[config.mk]
export PLATFORM = sky130hd
export DESIGN_NAME = muldiv_unit
export DESIGN_NICKNAME = d
export VERILOG_FILES = /design/src/rtl/muldiv_unit.sv
export SDC_FILE = /design/constraint.sdc
export NUM_CORES = 1
export LEC_CHECK = 0
export ABC_AREA = 1
export BUFFER_PORTS_ARGS = -buffer_cell sky130_fd_sc_hd__buf_2
export CAP_MARGIN = 20
export CORE_MARGIN = 2
export CORE_UTILIZATION = 40
export CTS_BUF_LIST = sky130_fd_sc_hd__clkbuf_2
export DETAILED_ROUTE_END_ITERATION = 8
export GPL_TIMING_DRIVEN = 0
export PLACE_DENSITY_LB_ADDON = 0.05
export SLEW_MARGIN = 20
export SYNTH_ARGS = -nofsm -noshare
export SYNTH_HDL_FRONTEND = slang
export SYNTH_SLANG_ARGS = --single-unit
[constraint.sdc]
create_clock -name clk -period 4.3 [get_ports clk]
set_input_delay 0.86 -clock clk [delete_from_list [all_inputs] [get_ports clk]]
set_output_delay 0.86 -clock clk [all_outputs]
set_load 0.02 [all_outputs]
[src/rtl/muldiv_unit.sv]
// Iterative RV32M multiply/divide unit: shift-add multiplier and restoring divider
// sharing one XLEN-cycle counter, with early-out for divide-by-zero and signed overflow.
module muldiv_unit #(
  parameter int XLEN  = 32,
  parameter int TAG_W = 5
) (
  input  logic             clk,
  input  logic             rst_n,
  input  logic             in_valid,
  output logic             in_ready,
  input  logic [2:0]       in_op,
  input  logic [XLEN-1:0]  in_a,
  input  logic [XLEN-1:0]  in_b,
  input  logic [TAG_W-1:0] in_tag,
  input  logic             flush,
  output logic             out_valid,
  input  logic             out_ready,
  output logic [XLEN-1:0]  out_result,
  output logic [TAG_W-1:0] out_tag
);
  localparam int CW = $clog2(XLEN);

  typedef enum logic [1:0] {S_IDLE, S_CALC, S_DONE} state_e;

  state_e            state_q, state_d;
  logic [CW-1:0]     cnt_q, cnt_d;
  logic [2:0]        op_q, op_d;
  logic              neg_q, neg_d;
  logic [XLEN-1:0]   b_q, b_d;
  logic [2*XLEN-1:0] acc_q, acc_d;
  logic [XLEN-1:0]   res_q, res_d;
  logic [TAG_W-1:0]  tag_q, tag_d;

  logic              accept, a_signed, b_signed, a_neg, b_neg, div_zero, div_ovf;
  logic [XLEN-1:0]   a_mag, b_mag, special_res;
  logic [XLEN:0]     mul_sum, div_shift, div_trial;
  logic [2*XLEN-1:0] mul_next, div_next, acc_step, prod_fix;
  logic [XLEN-1:0]   div_mag, fin_res;

  assign in_ready   = (state_q == S_IDLE);
  assign out_valid  = (state_q == S_DONE);
  assign out_result = res_q;
  assign out_tag    = tag_q;
  assign accept     = in_valid && in_ready && !flush;

  // Operand decode and special-case detection on the incoming request
  always_comb begin
    a_signed    = (in_op == 3'd0) || (in_op == 3'd1) || (in_op == 3'd2) ||
                  (in_op == 3'd4) || (in_op == 3'd6);
    b_signed    = (in_op == 3'd0) || (in_op == 3'd1) || (in_op == 3'd4) || (in_op == 3'd6);
    a_neg       = a_signed && in_a[XLEN-1];
    b_neg       = b_signed && in_b[XLEN-1];
    a_mag       = a_neg ? -in_a : in_a;
    b_mag       = b_neg ? -in_b : in_b;
    div_zero    = in_op[2] && (in_b == '0);
    div_ovf     = in_op[2] && !in_op[0] && (in_a == {1'b1, {(XLEN-1){1'b0}}}) && (in_b == '1);
    special_res = '0;
    if (div_zero)     special_res = in_op[1] ? in_a : '1;
    else if (div_ovf) special_res = in_op[1] ? '0 : in_a;
  end

  // One iteration step; acc holds {hi, lo} = {partial product, multiplier} or {remainder, quotient}
  always_comb begin
    mul_sum   = {1'b0, acc_q[2*XLEN-1:XLEN]} + {1'b0, (acc_q[0] ? b_q : '0)};
    mul_next  = {mul_sum, acc_q[XLEN-1:1]};
    div_shift = {acc_q[2*XLEN-1:XLEN], acc_q[XLEN-1]};
    div_trial = div_shift - {1'b0, b_q};
    div_next  = div_trial[XLEN] ? {div_shift[XLEN-1:0], acc_q[XLEN-2:0], 1'b0}
                                : {div_trial[XLEN-1:0], acc_q[XLEN-2:0], 1'b1};
    acc_step  = op_q[2] ? div_next : mul_next;
    prod_fix  = neg_q ? -acc_step : acc_step;
    div_mag   = op_q[1] ? acc_step[2*XLEN-1:XLEN] : acc_step[XLEN-1:0];
    if (op_q[2])           fin_res = neg_q ? -div_mag : div_mag;
    else if (op_q == 3'd0) fin_res = prod_fix[XLEN-1:0];
    else                   fin_res = prod_fix[2*XLEN-1:XLEN];
  end

  always_comb begin
    state_d = state_q;
    cnt_d   = cnt_q;
    op_d    = op_q;
    neg_d   = neg_q;
    b_d     = b_q;
    acc_d   = acc_q;
    res_d   = res_q;
    tag_d   = tag_q;
    if (flush) begin
      state_d = S_IDLE;
    end else begin
      case (state_q)
        S_IDLE: if (accept) begin
          op_d  = in_op;
          tag_d = in_tag;
          b_d   = b_mag;
          acc_d = {{XLEN{1'b0}}, a_mag};
          cnt_d = '0;
          // Remainder follows the dividend; quotient and product follow sign(a)^sign(b)
          neg_d = (in_op == 3'd6) ? a_neg : (a_neg ^ b_neg);
          if (div_zero || div_ovf) begin
            res_d   = special_res;
            state_d = S_DONE;
          end else begin
            state_d = S_CALC;
          end
        end
        S_CALC: begin
          acc_d = acc_step;
          cnt_d = cnt_q + 1'b1;
          if (cnt_q == CW'(XLEN-1)) begin
            res_d   = fin_res;
            state_d = S_DONE;
          end
        end
        S_DONE: if (out_ready) state_d = S_IDLE;
        default: state_d = S_IDLE;
      endcase
    end
  end

  always_ff @(posedge clk or negedge rst_n) begin
    if (!rst_n) begin
      state_q <= S_IDLE;
      cnt_q   <= '0;
      op_q    <= '0;
      neg_q   <= 1'b0;
      b_q     <= '0;
      acc_q   <= '0;
      res_q   <= '0;
      tag_q   <= '0;
    end else begin
      state_q <= state_d;
      cnt_q   <= cnt_d;
      op_q    <= op_d;
      neg_q   <= neg_d;
      b_q     <= b_d;
      acc_q   <= acc_d;
      res_q   <= res_d;
      tag_q   <= tag_d;
    end
  end
endmodule

==> metrics.txt <==
largest net degree at the start of global routing=88; failing checks=setup timing; Clock Latency Late Sink=1110 ps; core area=43200 µm²; Hold Path Sink=b_q[16]$_DFFE_PN0P_; drt drc=0; Ys Warns=0; Die ar.=45500 µm²; slowest stage delay, CP=450 ps; Yosys cell types=53; H-Tree Level Count=4; max frequency=218 MHz; RSZ-0062 raised after global routing=true; area grow syn2layout=24.1%; Initial Util=0.406; clock slew at reported path FFs=280 ps; Most Frequent Cell on Critical Path=nand2_4; setup ws final=-286 ps; slowest stage cell, crit path=dfrtp_1; RR Endpoint=out_result[28]$_DFFE_PN0P_; clock buffer count from CTS=17; Most used DFF post-synth=dfrtp_1; startpoint types=flip-flop; Initial DRC Count=2724; Post-Route WL=90000 µm; hold violation count in the final report=0; hold path depth=3; Worst Path Max Fanout=3; CTS tree=yes; number of synthesized flops with an enable pin=0; fin crit share=1.07; wire length per cell=23.1 µm; R2R cell count=32; # placed instances=3731; hold slack=68.1 ps; Rows=76; GP Congestion=1.07; initial antenna violation count=3; vias per cell=5.67; syn_nets=3180; port bufs=115; Critical path buffers and inverters=6; average size of a mapped cell=5.78 µm²; outcome=finished with violations; Post-DP HPWL=70600 µm; Slew HR=0.173; Worst Hold Launch=in_b[16]; leading cell type in the layout, fill and taps excluded=nand2_1; Total GRT Usage=0.392; total grt overflow=0; max cap viols=0; clock sink total=144; Least-Margin Pin Slew=1230 ps; first-pass GRT wire length=129000 µm; setup violators final=10; vias=22100; layout cells sized above 1=0.210; DIE WIDTH=213 µm; most frequent cells in the layout=nand2_1, inv_1, nor2_1, o21ai_0, nand3_1; number of synthesized register bits=144; Seq/Total Area, Yosys=0.206; io pins=116; final cell count without fillers=3894; Critical Path RT=5290 ps; Die Span Y=213 µm; Slew Limit Fails=0; Worst Path Arrival=5580 ps; Final Critical Period=4590 ps; CTS Buffer Depth=2; Syn Inst Count=3030; Routed Antenna Nets=0; reg2reg setup slack=-290 ps; Setup CP Type=flip-flop to flip-flop; synthesized area=17500 µm²; vias in the first global route=20000; HP Class=input port to flip-flop; fin nets=3443; Post-synth ARST share=1.00; Root Buffer=clkbuf_2; TritonRoute pass-1 iters=6; Crit. End Element=flip-flop; Worst R2R Start=acc_q[31]$_DFFE_PN0P_; clk_skew=68.9 ps; CP top delay family=simple AND/OR/NAND/NOR gates
-- registers in the layout, summed over array words and instances, names as in the netlist --
name,count
out_tag,5
acc_q,64
b_q,32
out_result,32
op_q,3
cnt_q,5
state_q,2
neg_q,1
-- routing by layer --
metal,up-vias,part of all wire,GRT usage,routed length (µm)
met3,172,0.12,0.105,11000
met1,10400,0.44,0.573,39600
met4,4,0.034,0.123,3030
li1,10400,-,-,-
met2,1156,0.40,0.556,36300
met5,-,0.00026,0,23
-- worst min-delay path, delay by kind of cell --
kind,cells,cell delay [ps]
XOR/XNOR,1,110
buffers and inverters,1,120
AO/OA/AOI/OAI,1,70
-- final cells by class --
| class | instances | area [µm²] |
|---|---|---|
| sequential | 144 | 3660 |
| clock buffer | 17 | 85.1 |
| tap | 585 | 732 |
| fill | 4732 | 21400 |
| multi-input combinational | 2380 | 13500 |
| inverter | 400 | 1510 |
| timing repair buffer | 245 | 1650 |
| clock inverter | 14 | 139 |
| buffer | 105 | 519 |
| antenna | 4 | 10.0 |
-- kinds of logic after synthesis --
group / after synthesis / synth area share
buffers and inverters: 507 / 0.114
XOR/XNOR: 93 / 0.0465
flip-flops: 144 / 0.206
AND/OR/NAND/NOR: 1627 / 0.400
multiplexers: 1 / 0.000571
AO/OA/AOI/OAI: 585 / 0.180
adder cells (fa/ha/maj): 73 / 0.0530
-- cell usage after synthesis, types with 3 or more instances --
cell type,number,share of area
a21o_1,5,0.0021
a21oi_1,213,0.061
a21oi_2,4,0.0020
a31oi_1,5,0.0018
and2_1,3,0.0011
buf_1,10,0.0021
buf_2,26,0.0074
buf_4,3,0.0013
buf_6,4,0.0026
clkbuf_1,62,0.013
clkinv_1,5,0.0011
dfrtp_1,144,0.21
ha_1,71,0.051
inv_1,390,0.084
inv_2,5,0.0011
nand2_1,894,0.19
nand2_2,34,0.012
nand2_4,4,0.0026
nand3_1,228,0.065
nand3_2,13,0.0074
nand3b_1,16,0.0069
nand4_1,40,0.014
nor2_1,305,0.065
nor2_2,15,0.0054
nor2_4,4,0.0026
nor3_1,38,0.011
nor3_2,5,0.0029
nor4_1,10,0.0036
o211ai_1,17,0.0073
o21a_1,6,0.0026
o21ai_0,262,0.075
o21ai_1,23,0.0066
o21ai_2,8,0.0040
o21bai_1,7,0.0030
o221ai_1,6,0.0030
o22ai_1,18,0.0064
o31ai_1,5,0.0021
or2_2,12,0.0043
xnor2_1,23,0.011
xor2_1,70,0.035
-- through the flow --
step	setup slack, ps	util	area [µm²]	TNS [ps]
finish	-286	0.504	21800	-1330
CTS	-327	0.470	20300	-1540
detailed placement	-1250	0.437	18900	-25180
floorplan	511	-	17500	0
global route	-374	0.504	21800	-3120
global placement	-1220	0.436	18800	-44920
-- worst max path at each step --
stage                     startpoint  slack [ps]  cells past startpoint                    endpoint
2_1_floorplan  acc_q[31]$_DFFE_PN0P_         510                     34  out_result[24]$_DFFE_PN0P_
4_1_cts        acc_q[31]$_DFFE_PN0P_        -330                     34   out_result[8]$_DFFE_PN0P_
5_1_grt        acc_q[31]$_DFFE_PN0P_        -370                     35  out_result[28]$_DFFE_PN0P_
3_5_place_dp    acc_q[0]$_DFFE_PN0P_       -1250                     26  out_result[30]$_DFFE_PN0P_
3_3_place_gp    acc_q[0]$_DFFE_PN0P_       -1220                     26  out_result[30]$_DFFE_PN0P_
6_report       acc_q[31]$_DFFE_PN0P_        -290                     32  out_result[28]$_DFFE_PN0P_
-- repair_timing --
| action | CTS | global route |
|---|---|---|
| buffers inserted | 67 | 56 |
| pin swaps | 42 | 74 |
| resized for setup | 169 | 239 |
| cloned | 0 | 1 |
| hold endpoints to repair | 64 | 0 |
| endpoints found under the setup margin | 31 | 31 |
| hold buffers | 8 | 0 |
Power is not shown: default switching activity piles up to over one toggle a cycle in this logic, so the estimate is an artifact.
